## config.mk

```make
export PLATFORM = sky130hd
export DESIGN_NAME = ram64x1_word_arbiter_flat
export DESIGN_NICKNAME = d
export VERILOG_FILES = /design/src/rtl/ram64x1_word_arbiter_if.sv /design/src/rtl/ram64x1_word_arbiter.sv /design/src/flat_wrapper.sv
export SDC_FILE = /design/constraint.sdc
export NUM_CORES = 1
export LEC_CHECK = 0
export CORE_MARGIN = 2
export CORE_UTILIZATION = 50
export CTS_CLUSTER_SIZE = 8
export DETAILED_ROUTE_END_ITERATION = 8
export HOLD_SLACK_MARGIN = 0.02
export PLACE_DENSITY = 0.86
export SLEW_MARGIN = 20
export SYNTH_ARGS = -nofsm -noshare
export SYNTH_HDL_FRONTEND = slang
export SYNTH_SLANG_ARGS = --single-unit
```

## constraint.sdc

```tcl
create_clock -name CLK -period 2.15 [get_ports CLK]
set_input_delay 0.215 -clock CLK [delete_from_list [all_inputs] [get_ports CLK]]
set_output_delay 0.215 -clock CLK [all_outputs]
set_load 0.01 [all_outputs]
```

## src/rtl/ram64x1_word_arbiter_if.sv

```systemverilog
// Bus bundle for two word-level requesters and the 64x1 RAM primitive behind the arbiter.
interface ram64x1_word_arbiter_if #(
  parameter int WIDTH = 8
);
  logic             REQ0;
  logic             WR0;
  logic [5:0]       ADDR0;
  logic [WIDTH-1:0] WDATA0;
  logic             ACK0;
  logic [WIDTH-1:0] RDATA0;

  logic             REQ1;
  logic             WR1;
  logic [5:0]       ADDR1;
  logic [WIDTH-1:0] WDATA1;
  logic             ACK1;
  logic [WIDTH-1:0] RDATA1;

  logic [5:0]       RAM_A;
  logic             RAM_D;
  logic             RAM_WE;
  logic             RAM_O;

  logic             BUSY;

  // Arbiter side
  modport slave (
    input  REQ0, WR0, ADDR0, WDATA0,
    input  REQ1, WR1, ADDR1, WDATA1,
    input  RAM_O,
    output ACK0, RDATA0, ACK1, RDATA1,
    output RAM_A, RAM_D, RAM_WE, BUSY
  );

  // Client / environment side
  modport master (
    output REQ0, WR0, ADDR0, WDATA0,
    output REQ1, WR1, ADDR1, WDATA1,
    output RAM_O,
    input  ACK0, RDATA0, ACK1, RDATA1,
    input  RAM_A, RAM_D, RAM_WE, BUSY
  );
endinterface

```

## src/rtl/ram64x1_word_arbiter.sv

```systemverilog
// Round-robin arbiter that shares one 64x1 distributed RAM between two requesters,
// turning each WIDTH-bit word access into WIDTH single-bit RAM cycles.
// The RAM writes on the falling edge of CLK, so every RAM-facing output is registered
// on the rising edge and stays stable across that falling edge.
module ram64x1_word_arbiter #(
  parameter int WIDTH = 8
) (
  input  logic                   CLK,
  input  logic                   RST,
  ram64x1_word_arbiter_if.slave  bus
);

  typedef enum logic [1:0] {
    IDLE,
    XFER,
    DONE
  } state_t;

  localparam logic [5:0] LAST_BIT = 6'(WIDTH - 1);

  state_t           state_q,  state_d;
  logic [5:0]       bit_q,    bit_d;
  logic             owner_q,  owner_d;
  logic             last_q,   last_d;
  logic             wr_q,     wr_d;
  logic [5:0]       base_q,   base_d;
  logic [WIDTH-1:0] wdata_q,  wdata_d;
  logic [WIDTH-1:0] rbuf_q,   rbuf_d;
  logic             ack0_q,   ack0_d;
  logic             ack1_q,   ack1_d;
  logic [WIDTH-1:0] rdata0_q, rdata0_d;
  logic [WIDTH-1:0] rdata1_q, rdata1_d;
  logic [5:0]       ram_a_q,  ram_a_d;
  logic             ram_d_q,  ram_d_d;
  logic             ram_we_q, ram_we_d;
  logic             busy_q,   busy_d;

  logic             grant;
  logic [5:0]       next_bit;
  logic [WIDTH-1:0] bit_mask;

  // Next-state logic: grant in IDLE, walk the bits in XFER, report completion in DONE
  always_comb begin
    state_d  = state_q;
    bit_d    = bit_q;
    owner_d  = owner_q;
    last_d   = last_q;
    wr_d     = wr_q;
    base_d   = base_q;
    wdata_d  = wdata_q;
    rbuf_d   = rbuf_q;
    ack0_d   = 1'b0;
    ack1_d   = 1'b0;
    rdata0_d = rdata0_q;
    rdata1_d = rdata1_q;
    ram_a_d  = ram_a_q;
    ram_d_d  = ram_d_q;
    ram_we_d = ram_we_q;
    busy_d   = busy_q;
    grant    = 1'b0;
    next_bit = bit_q + 6'd1;
    bit_mask = '0;

    unique case (state_q)
      IDLE: begin
        if (bus.REQ0 || bus.REQ1) begin
          // On a tie the requester that was not served last wins
          grant    = (bus.REQ0 && bus.REQ1) ? ~last_q : bus.REQ1;
          owner_d  = grant;
          last_d   = grant;
          wr_d     = grant ? bus.WR1    : bus.WR0;
          base_d   = grant ? bus.ADDR1  : bus.ADDR0;
          wdata_d  = grant ? bus.WDATA1 : bus.WDATA0;
          bit_d    = '0;
          ram_a_d  = base_d;
          ram_we_d = wr_d;
          ram_d_d  = wdata_d[0];
          busy_d   = 1'b1;
          state_d  = XFER;
        end
      end

      XFER: begin
        // The RAM output for the current bit is valid by this rising edge
        bit_mask = WIDTH'(1) << bit_q;
        rbuf_d   = bus.RAM_O ? (rbuf_q | bit_mask) : (rbuf_q & ~bit_mask);
        if (bit_q == LAST_BIT) begin
          state_d  = DONE;
          ram_we_d = 1'b0;
          busy_d   = 1'b0;
          if (owner_q) begin
            ack1_d = 1'b1;
            if (!wr_q) rdata1_d = rbuf_d;
          end else begin
            ack0_d = 1'b1;
            if (!wr_q) rdata0_d = rbuf_d;
          end
        end else begin
          // Six-bit address arithmetic wraps 63 -> 0 on its own
          bit_d   = next_bit;
          ram_a_d = base_q + next_bit;
          ram_d_d = |(wdata_q & (WIDTH'(1) << next_bit));
        end
      end

      DONE: begin
        state_d = IDLE;
      end

      default: begin
        state_d = IDLE;
      end
    endcase
  end

  // State and output registers; reset abandons any transfer in flight without an ACK
  always_ff @(posedge CLK) begin
    if (RST) begin
      state_q  <= IDLE;
      bit_q    <= '0;
      owner_q  <= 1'b0;
      last_q   <= 1'b1;
      wr_q     <= 1'b0;
      base_q   <= '0;
      wdata_q  <= '0;
      rbuf_q   <= '0;
      ack0_q   <= 1'b0;
      ack1_q   <= 1'b0;
      rdata0_q <= '0;
      rdata1_q <= '0;
      ram_a_q  <= '0;
      ram_d_q  <= 1'b0;
      ram_we_q <= 1'b0;
      busy_q   <= 1'b0;
    end else begin
      state_q  <= state_d;
      bit_q    <= bit_d;
      owner_q  <= owner_d;
      last_q   <= last_d;
      wr_q     <= wr_d;
      base_q   <= base_d;
      wdata_q  <= wdata_d;
      rbuf_q   <= rbuf_d;
      ack0_q   <= ack0_d;
      ack1_q   <= ack1_d;
      rdata0_q <= rdata0_d;
      rdata1_q <= rdata1_d;
      ram_a_q  <= ram_a_d;
      ram_d_q  <= ram_d_d;
      ram_we_q <= ram_we_d;
      busy_q   <= busy_d;
    end
  end

  assign bus.ACK0   = ack0_q;
  assign bus.ACK1   = ack1_q;
  assign bus.RDATA0 = rdata0_q;
  assign bus.RDATA1 = rdata1_q;
  assign bus.RAM_A  = ram_a_q;
  assign bus.RAM_D  = ram_d_q;
  assign bus.RAM_WE = ram_we_q;
  assign bus.BUSY   = busy_q;

endmodule

```

## src/flat_wrapper.sv

```systemverilog
// flat-port wrapper written by rule: the top's interface ports become plain ports
module ram64x1_word_arbiter_flat 
#(
  parameter int WIDTH = 8
)
  (CLK, RST, bus_REQ0, bus_WR0, bus_ADDR0, bus_WDATA0, bus_REQ1, bus_WR1, bus_ADDR1, bus_WDATA1, bus_RAM_O, bus_ACK0, bus_RDATA0, bus_ACK1, bus_RDATA1, bus_RAM_A, bus_RAM_D, bus_RAM_WE, bus_BUSY);
  ram64x1_word_arbiter_if #(.WIDTH(WIDTH)) bus_i ();
  input  logic CLK;
  input  logic RST;
  input wire logic [$bits(bus_i.REQ0)-1:0] bus_REQ0;
  input wire logic [$bits(bus_i.WR0)-1:0] bus_WR0;
  input wire logic [$bits(bus_i.ADDR0)-1:0] bus_ADDR0;
  input wire logic [$bits(bus_i.WDATA0)-1:0] bus_WDATA0;
  input wire logic [$bits(bus_i.REQ1)-1:0] bus_REQ1;
  input wire logic [$bits(bus_i.WR1)-1:0] bus_WR1;
  input wire logic [$bits(bus_i.ADDR1)-1:0] bus_ADDR1;
  input wire logic [$bits(bus_i.WDATA1)-1:0] bus_WDATA1;
  input wire logic [$bits(bus_i.RAM_O)-1:0] bus_RAM_O;
  output wire logic [$bits(bus_i.ACK0)-1:0] bus_ACK0;
  output wire logic [$bits(bus_i.RDATA0)-1:0] bus_RDATA0;
  output wire logic [$bits(bus_i.ACK1)-1:0] bus_ACK1;
  output wire logic [$bits(bus_i.RDATA1)-1:0] bus_RDATA1;
  output wire logic [$bits(bus_i.RAM_A)-1:0] bus_RAM_A;
  output wire logic [$bits(bus_i.RAM_D)-1:0] bus_RAM_D;
  output wire logic [$bits(bus_i.RAM_WE)-1:0] bus_RAM_WE;
  output wire logic [$bits(bus_i.BUSY)-1:0] bus_BUSY;
  assign bus_i.REQ0 = bus_REQ0;
  assign bus_i.WR0 = bus_WR0;
  assign bus_i.ADDR0 = bus_ADDR0;
  assign bus_i.WDATA0 = bus_WDATA0;
  assign bus_i.REQ1 = bus_REQ1;
  assign bus_i.WR1 = bus_WR1;
  assign bus_i.ADDR1 = bus_ADDR1;
  assign bus_i.WDATA1 = bus_WDATA1;
  assign bus_i.RAM_O = bus_RAM_O;
  assign bus_ACK0 = bus_i.ACK0;
  assign bus_RDATA0 = bus_i.RDATA0;
  assign bus_ACK1 = bus_i.ACK1;
  assign bus_RDATA1 = bus_i.RDATA1;
  assign bus_RAM_A = bus_i.RAM_A;
  assign bus_RAM_D = bus_i.RAM_D;
  assign bus_RAM_WE = bus_i.RAM_WE;
  assign bus_BUSY = bus_i.BUSY;
  ram64x1_word_arbiter #(.WIDTH(WIDTH)) u_core (.CLK(CLK), .RST(RST), .bus(bus_i));
endmodule
```

==> results.py <==
metrics = {
    "critical_path": {
        "crit_start": "u_core.bit_q[0]",
        "cp_max_fo": 5,
        "cp.arrival_ns": 2.33,
        "crit_path_start_kind": "flop",
        "rr_startpoint": "u_core.bit_q[0]",
        "cp-end-kind": "flop",
        "worst_ep_required_time_ns": 2.38,
        "criticalPathCategory": "flop to flop",
    },
    "yosys": {
        "synth_area_mm2": 0.00284,
        "syn_nets": 354,
        "synthCells": 312,
        "synth_seq_area_share": 0.423,
        "yosys_register_bits": 60,
        "yosys.area.top_type_share": 0.423,
        "ys_types": 41,
        "ys_warn_count": 0,
        "synthTopCellsByArea": "dfxtp_1, a211oi_1, mux2i_1",
        "synth_top_cell_by_area": "dfxtp_1",
        "avgSynthCellArea_um2": 9.10,
    },
    "clock_tree": {
        "cts_hold_buf": 0,
        "path_clk_slew_ns": 0.07,
        "cts_tree": "built",
        "cts-htree-levels": 3,
        "max-clock-path-buffers": 2,
        "cts.sinks": 60,
        "root_buffer": "clkbuf_8",
        "clock_latency_ns": 0.35,
        "cts_buffers": 9,
    },
    "placed_design": {
        "dp_cells": 436,
        "portBuffers": 61,
        "place_congestion": 0.914,
        "place_hpwl_mm": 4.79,
    },
    "sta": {
        "fmax_mhz": 478,
        "hold_ws_ns": 0.274,
        "period_share": 0.973,
        "skew_ns": 0.00897,
        "hold_violations": 0,
        "period_minus_slack_ns": 2.09,
        "finalSetupViolations": 0,
        "worstMarginPinSlew_ns": 0.578,
        "final_max_slew_viol_count": 0,
        "slew-limit-headroom": 0.614,
    },
    "pwr": {
        "powerDensity_mw_per_mm2": 753,
        "leakagePower_nw": 1.47,
        "ir_drop_uv": 486,
    },
    "route": {
        "vias_per_cell": 5.67,
        "drcViolationCount": 0,
        "ant_nets": 0,
        "postRouteWirelength_mm": 6.95,
        "num_vias": 2561,
        "first_pass_iters": 5,
        "drt_iter0_drc": 258,
        "wl_per_cell_um": 15.4,
    },
    "final_layout": {
        "final_util": 0.684,
        "instances_no_fill": 452,
        "n_antenna_cell": 0,
        "drive_above_1_share": 0.113,
        "most-common-layout-cells": "clkdlybuf4s50_1, dfxtp_1, nor2_1",
        "area_growth_pct": 32.8,
        "nNetsFinal": 417,
    },
    "job": {
        "cap_violations": 0,
    },
    "global_routing": {
        "grt_pass1_wl_mm": 11.9,
        "antenna_found_initial": 0,
        "overflow": 0,
        "grtUsageTotal": 0.242,
        "grt_max_degree": 33,
        "first_global_vias": 2532,
    },
    "die": {
        "fp.coreArea_mm2": 0.00551,
        "die-area_mm2": 0.00629,
        "rows": 27,
        "die_x_um": 79.3,
        "initial_core_util": 0.515,
        "die_h_um": 79.3,
        "io_pins": 62,
    },
    "worst_hold_path": {
        "min-delay-start": "RST",
        "worstHoldPathType": "input pin to flop",
    },
    "status": {
        "status": "complete, no violations",
    },
}
## registers in the layout, summed over array words and instances (netlist names), 2 cells and up
register,cells
u_core.bit_q,6
u_core.state_q,2
u_core.base_q,6
u_core.bus.RDATA1,8
u_core.rbuf_q,8
u_core.bus.RAM_A,6
u_core.wdata_q,8
u_core.bus.RDATA0,8
## logic make-up (layout without fill, tap and decap cells)
| group | after synthesis | in the layout | synth area share |
|---|---|---|---|
| muxes | 26 | 26 | 0.101 |
| xor gates and xnor gates | 9 | 9 | 0.0278 |
| adders and majority gates | 7 | 7 | 0.0335 |
| AOI/OAI and AO/OA | 80 | 80 | 0.192 |
| and+or+nand+nor | 103 | 103 | 0.176 |
| buffers and inverters | 27 | 95 | 0.0463 |
| DFF | 60 | 60 | 0.423 |
## layer usage
| metal | share of wire | global-route usage | routed length [µm] |
|---|---|---|---|
| met1 | 0.45 | 0.308 | 3150 |
| met2 | 0.48 | 0.380 | 3340 |
| met3 | 0.045 | 0.0580 | 313 |
| met4 | 0.021 | 0.129 | 149 |
| met5 | 0 | 0 | 0 |
## power breakdown
part | switching (mW) | leakage [nW] | total, mW | internal [mW]
Clock | 0.451 | 0.113 | 1.13 | 0.678
Combinational | 0.243 | 0.861 | 0.481 | 0.237
Sequential | 0.0437 | 0.492 | 1.23 | 1.18
## critical path, cell delays in order (launching register included)
cell      delay [ns]
dfxtp_1         0.35
ha_1            0.35
buf_4           0.18
ha_1            0.34
a211oi_2        0.22
o21bai_1        0.10
a21oi_1         0.20
xnor2_1         0.14
o21ai_0         0.10
## path summary, 6_finish.rpt
check / to / slack [ns] / depth (start not counted)
setup / recovery: u_core.bus.RAM_A[5] / 0.06 / 8
hold reg to reg: u_core.bus.RAM_A[1] / 0.46 / 2
setup reg to reg: u_core.bus.RAM_A[5] / 0.06 / 8
hold / removal: u_core.bus.RAM_A[1] / 0.27 / 2
## synthesized netlist by cell type (all sizes together)
| master | number |
|---|---|
| a21oi | 19 |
| a21boi | 1 |
| a31oi | 3 |
| nand4 | 1 |
| and2 | 3 |
| o21ai | 6 |
| fa | 1 |
| xnor2 | 7 |
| nand2 | 19 |
| and3 | 2 |
| nand2b | 1 |
| ha | 6 |
| nor2b | 1 |
| o211ai | 6 |
| a31o | 1 |
| buf | 11 |
| xor2 | 2 |
| mux2i | 24 |
| nor3b | 2 |
| nand4b | 2 |
| mux4 | 2 |
| nand3 | 6 |
| o21bai | 1 |
| o21a | 2 |
| nor2 | 54 |
| dfxtp | 60 |
| a211oi | 39 |
| or3 | 3 |
| clkbuf | 14 |
| nor3 | 8 |
| nor4 | 1 |
| a21o | 2 |
| inv | 2 |
## cell type report
type | count | area, µm²
clock inverter | 5 | 75.1
clock buffer | 11 | 141
sequential | 60 | 1200
multi-input combinational | 225 | 1510
timing repair buffer | 77 | 738
tap | 72 | 90.1
fill | 408 | 1740
inverter | 2 | 7.51
## stage by stage
| stage | setup slack, ns | setup TNS (ns) | total power [mW] | area [µm²] |
|---|---|---|---|---|
| after global routing | -0.0316 | -0.0316 | 2.93 | 3770 |
| after global placement | 0.168 | 0 | 1.70 | 3550 |
| after CTS | 0.0585 | 0 | 2.83 | 3760 |
| after floorplan | 0.170 | 0 | 1.52 | 2840 |
| final | 0.0576 | 0 | 2.84 | 3770 |
| after detailed placement | 0.0484 | 0 | 1.72 | 3550 |
## timing repair
action                                  in CTS  in global routing
gates resized for setup                      0                  1
endpoints found under the setup margin       0                  1
setup buffers                                0                  0
(Power assumes the default switching activity.)
